$ cat src/rtl/dm_arb_pkg.sv
// Shared types and default widths for the data-memory arbiter.
// State encodings match the documented IDLE/WAIT/ACCESS/ACK values.
package dm_arb_pkg;

    typedef enum logic [1:0] {
        ST_IDLE   = 2'd0,
        ST_WAIT   = 2'd1,
        ST_ACCESS = 2'd2,
        ST_ACK    = 2'd3
    } arb_state_t;

    localparam int DM_ADDR_W   = 4;
    localparam int DM_DATA_W   = 4;
    localparam int DM_MAX_WAIT = 8;

endpackage

$ cat src/rtl/dm_arbiter_if.sv
// Host-side port of the data-memory arbiter (loader/debug access).
// The master modport is the host; the slave modport is the arbiter.
interface dm_arbiter_if #(
    parameter int ADDR_W = 4,
    parameter int DATA_W = 4
);
    logic              host_req;
    logic              host_we;
    logic [ADDR_W-1:0] host_addr;
    logic [DATA_W-1:0] host_wdata;
    logic              host_ack;
    logic [DATA_W-1:0] host_rdata;
    logic              busy;

    modport master (
        output host_req, host_we, host_addr, host_wdata,
        input  host_ack, host_rdata, busy
    );

    modport slave (
        input  host_req, host_we, host_addr, host_wdata,
        output host_ack, host_rdata, busy
    );
endinterface

$ cat src/rtl/sat_counter8.sv
// 8-bit event counter that sticks at 255 until reset.
module sat_counter8 (
    input  logic       clk,
    input  logic       reset_n,
    input  logic       inc,
    output logic [7:0] count
);
    function automatic logic [7:0] sat_inc(input logic [7:0] v);
        return (v == 8'hFF) ? v : v + 8'd1;
    endfunction

    always_ff @(posedge clk or negedge reset_n) begin
        if (!reset_n) begin
            count <= 8'd0;
        end else if (inc) begin
            count <= sat_inc(count);
        end
    end
endmodule

$ cat src/rtl/dm_arbiter.sv
// Arbitrates the single-port data memory between the core and a host port.
// Optional event counters are enabled with the DM_ARB_STATS_EN macro.
module dm_arbiter
    import dm_arb_pkg::*;
#(
    parameter int ADDR_W   = DM_ADDR_W,
    parameter int DATA_W   = DM_DATA_W,
    parameter int MAX_WAIT = DM_MAX_WAIT
) (
    input  logic              clk,
    input  logic              reset_n,
    input  logic [ADDR_W-1:0] cpu_addr,
    input  logic [DATA_W-1:0] cpu_wdata,
    input  logic              cpu_wren,
    output logic              cpu_hold,
    dm_arbiter_if.slave       host,
    output logic [ADDR_W-1:0] mem_addr,
    output logic [DATA_W-1:0] mem_data,
    output logic              mem_wren,
    input  logic [DATA_W-1:0] mem_q
`ifdef DM_ARB_STATS_EN
    ,
    output logic [7:0]        stat_grants,
    output logic [7:0]        stat_forced
`endif
);
    localparam int WAIT_W = (MAX_WAIT > 1) ? $clog2(MAX_WAIT) : 1;
    localparam logic [WAIT_W-1:0] WAIT_LAST = WAIT_W'(MAX_WAIT - 1);

    arb_state_t        state;
    logic [WAIT_W-1:0] wait_cnt;
    logic              we_q;
    logic [ADDR_W-1:0] addr_q;
    logic [DATA_W-1:0] wdata_q;
    logic              ack_r;
    logic              busy_r;
    logic [DATA_W-1:0] rdata_r;

    assign host.host_ack   = ack_r;
    assign host.busy       = busy_r;
    assign host.host_rdata = rdata_r;

    always_ff @(posedge clk or negedge reset_n) begin
        if (!reset_n) begin
            state    <= ST_IDLE;
            wait_cnt <= '0;
            cpu_hold <= 1'b0;
            ack_r    <= 1'b0;
            busy_r   <= 1'b0;
            rdata_r  <= '0;
            we_q     <= 1'b0;
            addr_q   <= '0;
            wdata_q  <= '0;
        end else begin
            ack_r <= 1'b0;
            case (state)
                ST_IDLE: begin
                    if (host.host_req) begin
                        we_q     <= host.host_we;
                        addr_q   <= host.host_addr;
                        wdata_q  <= host.host_wdata;
                        wait_cnt <= '0;
                        state    <= ST_WAIT;
                    end
                end
                // Core writes keep flowing until a gap appears or the wait limit is hit.
                ST_WAIT: begin
                    if (!cpu_wren || wait_cnt == WAIT_LAST) begin
                        state    <= ST_ACCESS;
                        cpu_hold <= 1'b1;
                        busy_r   <= 1'b1;
                    end else begin
                        wait_cnt <= wait_cnt + WAIT_W'(1);
                    end
                end
                // Memory read happened on the falling edge inside this cycle.
                ST_ACCESS: begin
                    state <= ST_ACK;
                    ack_r <= 1'b1;
                    if (!we_q) begin
                        rdata_r <= mem_q;
                    end
                end
                ST_ACK: begin
                    state    <= ST_IDLE;
                    cpu_hold <= 1'b0;
                    busy_r   <= 1'b0;
                end
                default: state <= ST_IDLE;
            endcase
        end
    end

    // During ACK the core address is presented with writes blocked so q is valid on release.
    always_comb begin
        mem_addr = cpu_addr;
        mem_data = cpu_wdata;
        mem_wren = cpu_wren;
        case (state)
            ST_ACCESS: begin
                mem_addr = addr_q;
                mem_data = wdata_q;
                mem_wren = we_q;
            end
            ST_ACK:  mem_wren = 1'b0;
            default: ;
        endcase
    end

`ifdef DM_ARB_STATS_EN
    logic grant_evt;
    logic forced_evt;

    assign grant_evt  = (state == ST_ACK);
    assign forced_evt = (state == ST_WAIT) && cpu_wren && (wait_cnt == WAIT_LAST);

    sat_counter8 u_grants (
        .clk     (clk),
        .reset_n (reset_n),
        .inc     (grant_evt),
        .count   (stat_grants)
    );

    sat_counter8 u_forced (
        .clk     (clk),
        .reset_n (reset_n),
        .inc     (forced_evt),
        .count   (stat_forced)
    );
`endif
endmodule

$ cat src/flat_wrapper.sv
// flat-port wrapper written by rule: the top's interface ports become plain ports
module dm_arbiter_flat import dm_arb_pkg::*;
#(
    parameter int ADDR_W   = DM_ADDR_W,
    parameter int DATA_W   = DM_DATA_W,
    parameter int MAX_WAIT = DM_MAX_WAIT
)
  (clk, reset_n, cpu_addr, cpu_wdata, cpu_wren, cpu_hold, mem_addr, mem_data, mem_wren, mem_q, host_host_req, host_host_we, host_host_addr, host_host_wdata, host_host_ack, host_host_rdata, host_busy);
  dm_arbiter_if #(.ADDR_W(ADDR_W), .DATA_W(DATA_W)) host_i ();
  input  logic clk;
  input  logic reset_n;
  input  logic [ADDR_W-1:0] cpu_addr;
  input  logic [DATA_W-1:0] cpu_wdata;
  input  logic cpu_wren;
  output logic cpu_hold;
  output logic [ADDR_W-1:0] mem_addr;
  output logic [DATA_W-1:0] mem_data;
  output logic mem_wren;
  input  logic [DATA_W-1:0] mem_q;
  input wire logic [$bits(host_i.host_req)-1:0] host_host_req;
  input wire logic [$bits(host_i.host_we)-1:0] host_host_we;
  input wire logic [$bits(host_i.host_addr)-1:0] host_host_addr;
  input wire logic [$bits(host_i.host_wdata)-1:0] host_host_wdata;
  output wire logic [$bits(host_i.host_ack)-1:0] host_host_ack;
  output wire logic [$bits(host_i.host_rdata)-1:0] host_host_rdata;
  output wire logic [$bits(host_i.busy)-1:0] host_busy;
  assign host_i.host_req = host_host_req;
  assign host_i.host_we = host_host_we;
  assign host_i.host_addr = host_host_addr;
  assign host_i.host_wdata = host_host_wdata;
  assign host_host_ack = host_i.host_ack;
  assign host_host_rdata = host_i.host_rdata;
  assign host_busy = host_i.busy;
  dm_arbiter #(.ADDR_W(ADDR_W), .DATA_W(DATA_W), .MAX_WAIT(MAX_WAIT)) u_core (.clk(clk), .reset_n(reset_n), .cpu_addr(cpu_addr), .cpu_wdata(cpu_wdata), .cpu_wren(cpu_wren), .cpu_hold(cpu_hold), .host(host_i), .mem_addr(mem_addr), .mem_data(mem_data), .mem_wren(mem_wren), .mem_q(mem_q));
endmodule
$ cat config.mk
export PLATFORM = sky130hd
export DESIGN_NAME = dm_arbiter_flat
export DESIGN_NICKNAME = d
export VERILOG_FILES = /design/src/rtl/dm_arb_pkg.sv /design/src/rtl/dm_arbiter_if.sv /design/src/rtl/sat_counter8.sv /design/src/rtl/dm_arbiter.sv /design/src/flat_wrapper.sv
export SDC_FILE = /design/constraint.sdc
export NUM_CORES = 1
export LEC_CHECK = 0
export CORE_ASPECT_RATIO = 1.1
export CORE_UTILIZATION = 42
export CTS_CLUSTER_SIZE = 14
export DETAILED_ROUTE_END_ITERATION = 6
export PLACE_DENSITY_LB_ADDON = 0.15
export SLEW_MARGIN = 15
export SYNTH_ARGS = -nofsm -noshare
export SYNTH_HDL_FRONTEND = slang
export SYNTH_SLANG_ARGS = --single-unit
$ cat constraint.sdc
create_clock -name clk -period 2.2 [get_ports clk]
set_input_delay 0.44 -clock clk [delete_from_list [all_inputs] [get_ports clk]]
set_output_delay 0.44 -clock clk [all_outputs]
set_load 0.01 [all_outputs]
After elaboration in Yosys (flattened, before gate mapping)

Cells that the tools add are included.

Register bits: 20
Bits in latches: 0
Memory bits (writable): 0
Bits in read-only memories: 0
Bits of input ports: 25
Logic and storage cells: 39
Memories: 0

$add $sub $neg: 1
Multipliers: 0
Divide/modulo/power cells: 0
Order comparisons: 0
Equality and inequality tests: 7
Shifts and indexed selects: 0
Mux-type cells: 12
Bitwise logic cells: 1
Reductions and logical operators: 10

Operators by type and width:

| operator                                                              | count |
|---|---|
| 4-bit 2-to-1 mux                                                      | 2 |
| 2-bit case mux with 4 select lines                                    | 1 |
| 2-bit AND reduction                                                   | 4 |
| 3-bit 2-to-1 mux                                                      | 2 |
| 3-bit case mux with 2 select lines                                    | 1 |
| 2-bit equality test, second input constant                            | 2 |
| 2-bit 2-to-1 mux                                                      | 2 |
| 2-bit != test, second input constant                                  | 2 |
| 1-bit case mux with 2 select lines                                    | 2 |
| 2-bit nonzero test                                                    | 2 |
| 3-bit by 1-bit adder with 3-bit output, second input constant         | 1 |
| 3-bit equality test, second input constant                            | 1 |
| 3-bit AND reduction                                                   | 1 |
| 2-bit by 1-bit equality test with 1-bit output, second input constant | 1 |
| 2-bit zero test                                                       | 1 |
| 1-bit 2-to-1 mux                                                      | 2 |
| 2-bit by 1-bit != test with 1-bit output, second input constant       | 1 |
| 1-bit zero test                                                       | 1 |
| 1-bit logical OR                                                      | 1 |
| 1-bit inverter                                                        | 1 |

Logic depth before layout (Yosys ltp)

Depth after elaboration: 4
Mapped depth: 5
Depth with buffers taken out: 5

Worst setup path after synthesis

OpenSTA, ideal clock, no wires.

Kind: flip-flop to output port
From: register u_core.state[0]
To: output mem_addr[0]
Data arrival time: 1231 ps
Required time: 1760 ps
Path slack: 529 ps
Stages on the path, launching flop included: 5
Path buffers: 1
Cell sequence: dfrtp_1 -> inv_1 -> ha_1 -> buf_2 -> mux2_2

Longest elaborated chain between the ends: 2

RTL lines:

| item                     | line               | source |
|---|---|---|
| start: declaration       | dm_arbiter.sv:30   | `arb_state_t state;` |
| start signal: assignment | dm_arbiter.sv:45   | `state <= ST_IDLE;` |
| start signal: assignment | dm_arbiter.sv:63   | `state <= ST_WAIT;` |
| start signal: assignment | dm_arbiter.sv:69   | `state <= ST_ACCESS;` |
| 2-bit equality test      | dm_arbiter.sv:99   | `case (state)` |
| 4-bit 2-to-1 mux         | dm_arbiter.sv:99   |  |
| end: declaration         | flat_wrapper.sv:16 | `output logic [ADDR_W-1:0] mem_addr;` |

No other way between the ends.

Worst setup path after layout

From: register u_core.state[0]
To: output mem_data[3]

Longest elaborated chain between the ends: 2

RTL lines:

| item                | line               | source |
|---|---|---|
| 2-bit equality test | dm_arbiter.sv:99   |  |
| 4-bit 2-to-1 mux    | dm_arbiter.sv:99   |  |
| end: declaration    | flat_wrapper.sv:17 | `output logic [DATA_W-1:0] mem_data;` |

No other way between the ends.

==> results <==
-- power breakdown --
| group | internal (W) | switching [W] | total [W] |
|---|---|---|---|
| clock network | 0.000101 | 0.000114 | 0.000215 |
| logic | 0.000642 | 0.000395 | 0.00104 |
| registers | 0.000538 | 0.0000943 | 0.000632 |
| total | 0.00128 | 0.000604 | 0.00189 |
-- logic make-up after synthesis --
logic type                 share of synthesized area [%]
AOI/OAI and AO/OA                                  4.698
adders and majority gates                          7.416
and+or+nand+nor                                    6.304
buffers and inverters                              3.090
muxes                                              29.05
DFF                                                49.44
-- worst paths after layout --
check / start / end / slack, ns
min in group clk: u_core.wdata_q[0]$_DFFE_PN0P_ / u_core.wdata_q[0]$_DFFE_PN0P_ / 0.52
max in group asynchronous: reset_n / u_core.addr_q[2]$_DFFE_PN0P_ / 1.53
worst max-delay path: u_core.state[0]$_DFFE_PN0P_ / mem_data[3] / 0.08
worst min register to register: u_core.wdata_q[0]$_DFFE_PN0P_ / u_core.wdata_q[0]$_DFFE_PN0P_ / 0.52
worst max register to register: u_core.state[0]$_DFFE_PN0P_ / u_core.wait_cnt[0]$_DFFE_PN0P_ / 0.44
worst min-delay path: reset_n / u_core.wait_cnt[0]$_DFFE_PN0P_ / 0.46
-- sequential cells by signal (all words and copies together), names as in the netlist --
register,count
u_core.cpu_hold,1
u_core.host.host_rdata,4
u_core.addr_q,4
u_core.wait_cnt,3
u_core.state,2
u_core.wdata_q,4
u_core.host.host_ack,1
u_core.we_q,1
-- timing repair --
item / in CTS / in global routing
setup endpoints to repair: 9 / 8
buffers inserted: 1 / 1
resized for setup: 11 / 3
endpoints found under the hold margin: 0 / 0
-- layer usage --
metal / track usage [%] / part of all wire, % / up-vias
met2: 32.41 / 54 / 29
met5: 0 / 0 / -
met1: 18.54 / 38 / 360
li1: - / - / 355
met3: 4.023 / 6.3 / 5
met4: 8.333 / 1.5 / 0
-- final cells by class --
class | instances | area, sq um | area share (%)
well taps | 30 | 37.54 | 2.461
inverters | 5 | 18.77 | 1.231
clock buffers | 4 | 36.28 | 2.379
multi-input cells | 48 | 493.0 | 32.32
flip-flops and latches | 20 | 500.5 | 32.81
repair buffers | 46 | 439.2 | 28.79
-- cell usage after synthesis --
cell type	count
mux2_2	23
ha_1	6
nand2b_1	1
and2b_1	2
mux2i_1	2
buf_4	1
mux2_4	1
a22o_1	2
nor2_1	2
nand2_1	3
inv_1	5
nor2b_1	2
dfrtp_1	20
a21oi_4	1
buf_2	1
a2bb2oi_1	1
nand3b_2	1
a21oi_1	1
-- stage by stage --
stage                     util (%)  cells
after detailed placement     65.17    147
after floorplan                  -     75
after CTS                    66.89    152
after global routing         67.72    153
final                        67.72    153
after global placement       65.17    147
==> qor.csv <==
metric,value,unit
wl_per_cell,12.25,microns
r2r_cells,6,
grt_pass1_vias,784,
ys_seq_elements,20,
dp_hpwl,1463,microns
cp.buffers_inverters,3,
crit_fanout,6,
yosys.area.top_type,dfrtp_1,
skew,0.004674,ns
crit_path_end_kind,output pin,
cp.depth,5,
worstPathRequired,1.76,ns
viasPerCell,4.895,
die_area,2611,sq um
fmax,0.4728,GHz
synth_top_area_share,49.44,%
layout_common_cells,"clkdlybuf4s50_1 (31), mux2_2 (23), dfrtp_1 (20)",
path_cells,inv_2 > ha_4 > buf_6 > mux2_2 > dlygate4sd2_1,
grt_overflow,0,
clk_latency,0.30,ns
rows,18,
ant_nets,0,
drc,0,
hold_buffers,0,
die_w,48.81,microns
cts_htree_levels,1,
ys_warn_count,0,
rsz0062_at_grt,false,
power.total,0.001885,W
hold_viol,0,
synth_cell_types,18,
synthCells,75,
grtUsageTotal,17.33,%
cp-start-kind,register,
cts.clk_slew.worst_paths,0.11,ns
hp-class,in -> async,
netlist_area,1012,sq um
first_pass_iters,2,
design_area,1525,sq um
grt_pass1_wl,3360,microns
status,"complete, no violations",
drv_cap,0,
gp_congestion,0.7171,
cts_root_buf,clkbuf_4,
nNetsFinal,155,
grt_antenna_before_repair,0,
worst_slew_pin_slew,0.3896,ns
cts_sinks,20,
syn_nets,106,
wl,1874,microns
fin_crit,2.115,ns
grt_max_degree,21,
critPathArrivalTime,1.68,ns
ir_worst_vdd,0.7516,mV
io_pins,41,
power.leakage,0.6818,nW
syn_avg_cell_area,13.50,sq um
powerDensity,1236,nW/um^2
finalMaxSlewViolations,0,
num_antenna_cells,0,
post-place-ws,0.08965,ns
placed_area,1468,sq um
fp.dieH,53.49,microns
relSlewSlack,73.96,%
initial_core_util,44.94,%
slowest_delay,0.41,ns
areaGrowthSynthToFinish,50.68,%
final_common_cell,clkdlybuf4s50_1,
crit_family,buffers and inverters,
cts_tree,built,
setup_ws,0.08493,ns
drive_above_1_share,30.89,%
via_count,749,
first_iter_violations,2,
clk_path_buf_depth,2,
fill_cells,172,
core_area,2252,sq um
synth_top_cells_by_area,"dfrtp_1 (49%), mux2_2 (26%), ha_1 (7.4%), mux2i_1 (2.0%), inv_1 (1.9%)",
hold_ws,0.4620,ns
port-buffer-count,40,
numCtsBuffers,3,
ys_seq_area_share,49.44,%
crit_slowest_cell,dfrtp_1,
path_class,reg -> out,
fin_crit_sh,96.14,%
tns,0,ns
final-setup-viol-count,0,
No activity file was read; power rests on OpenSTA's default activity.
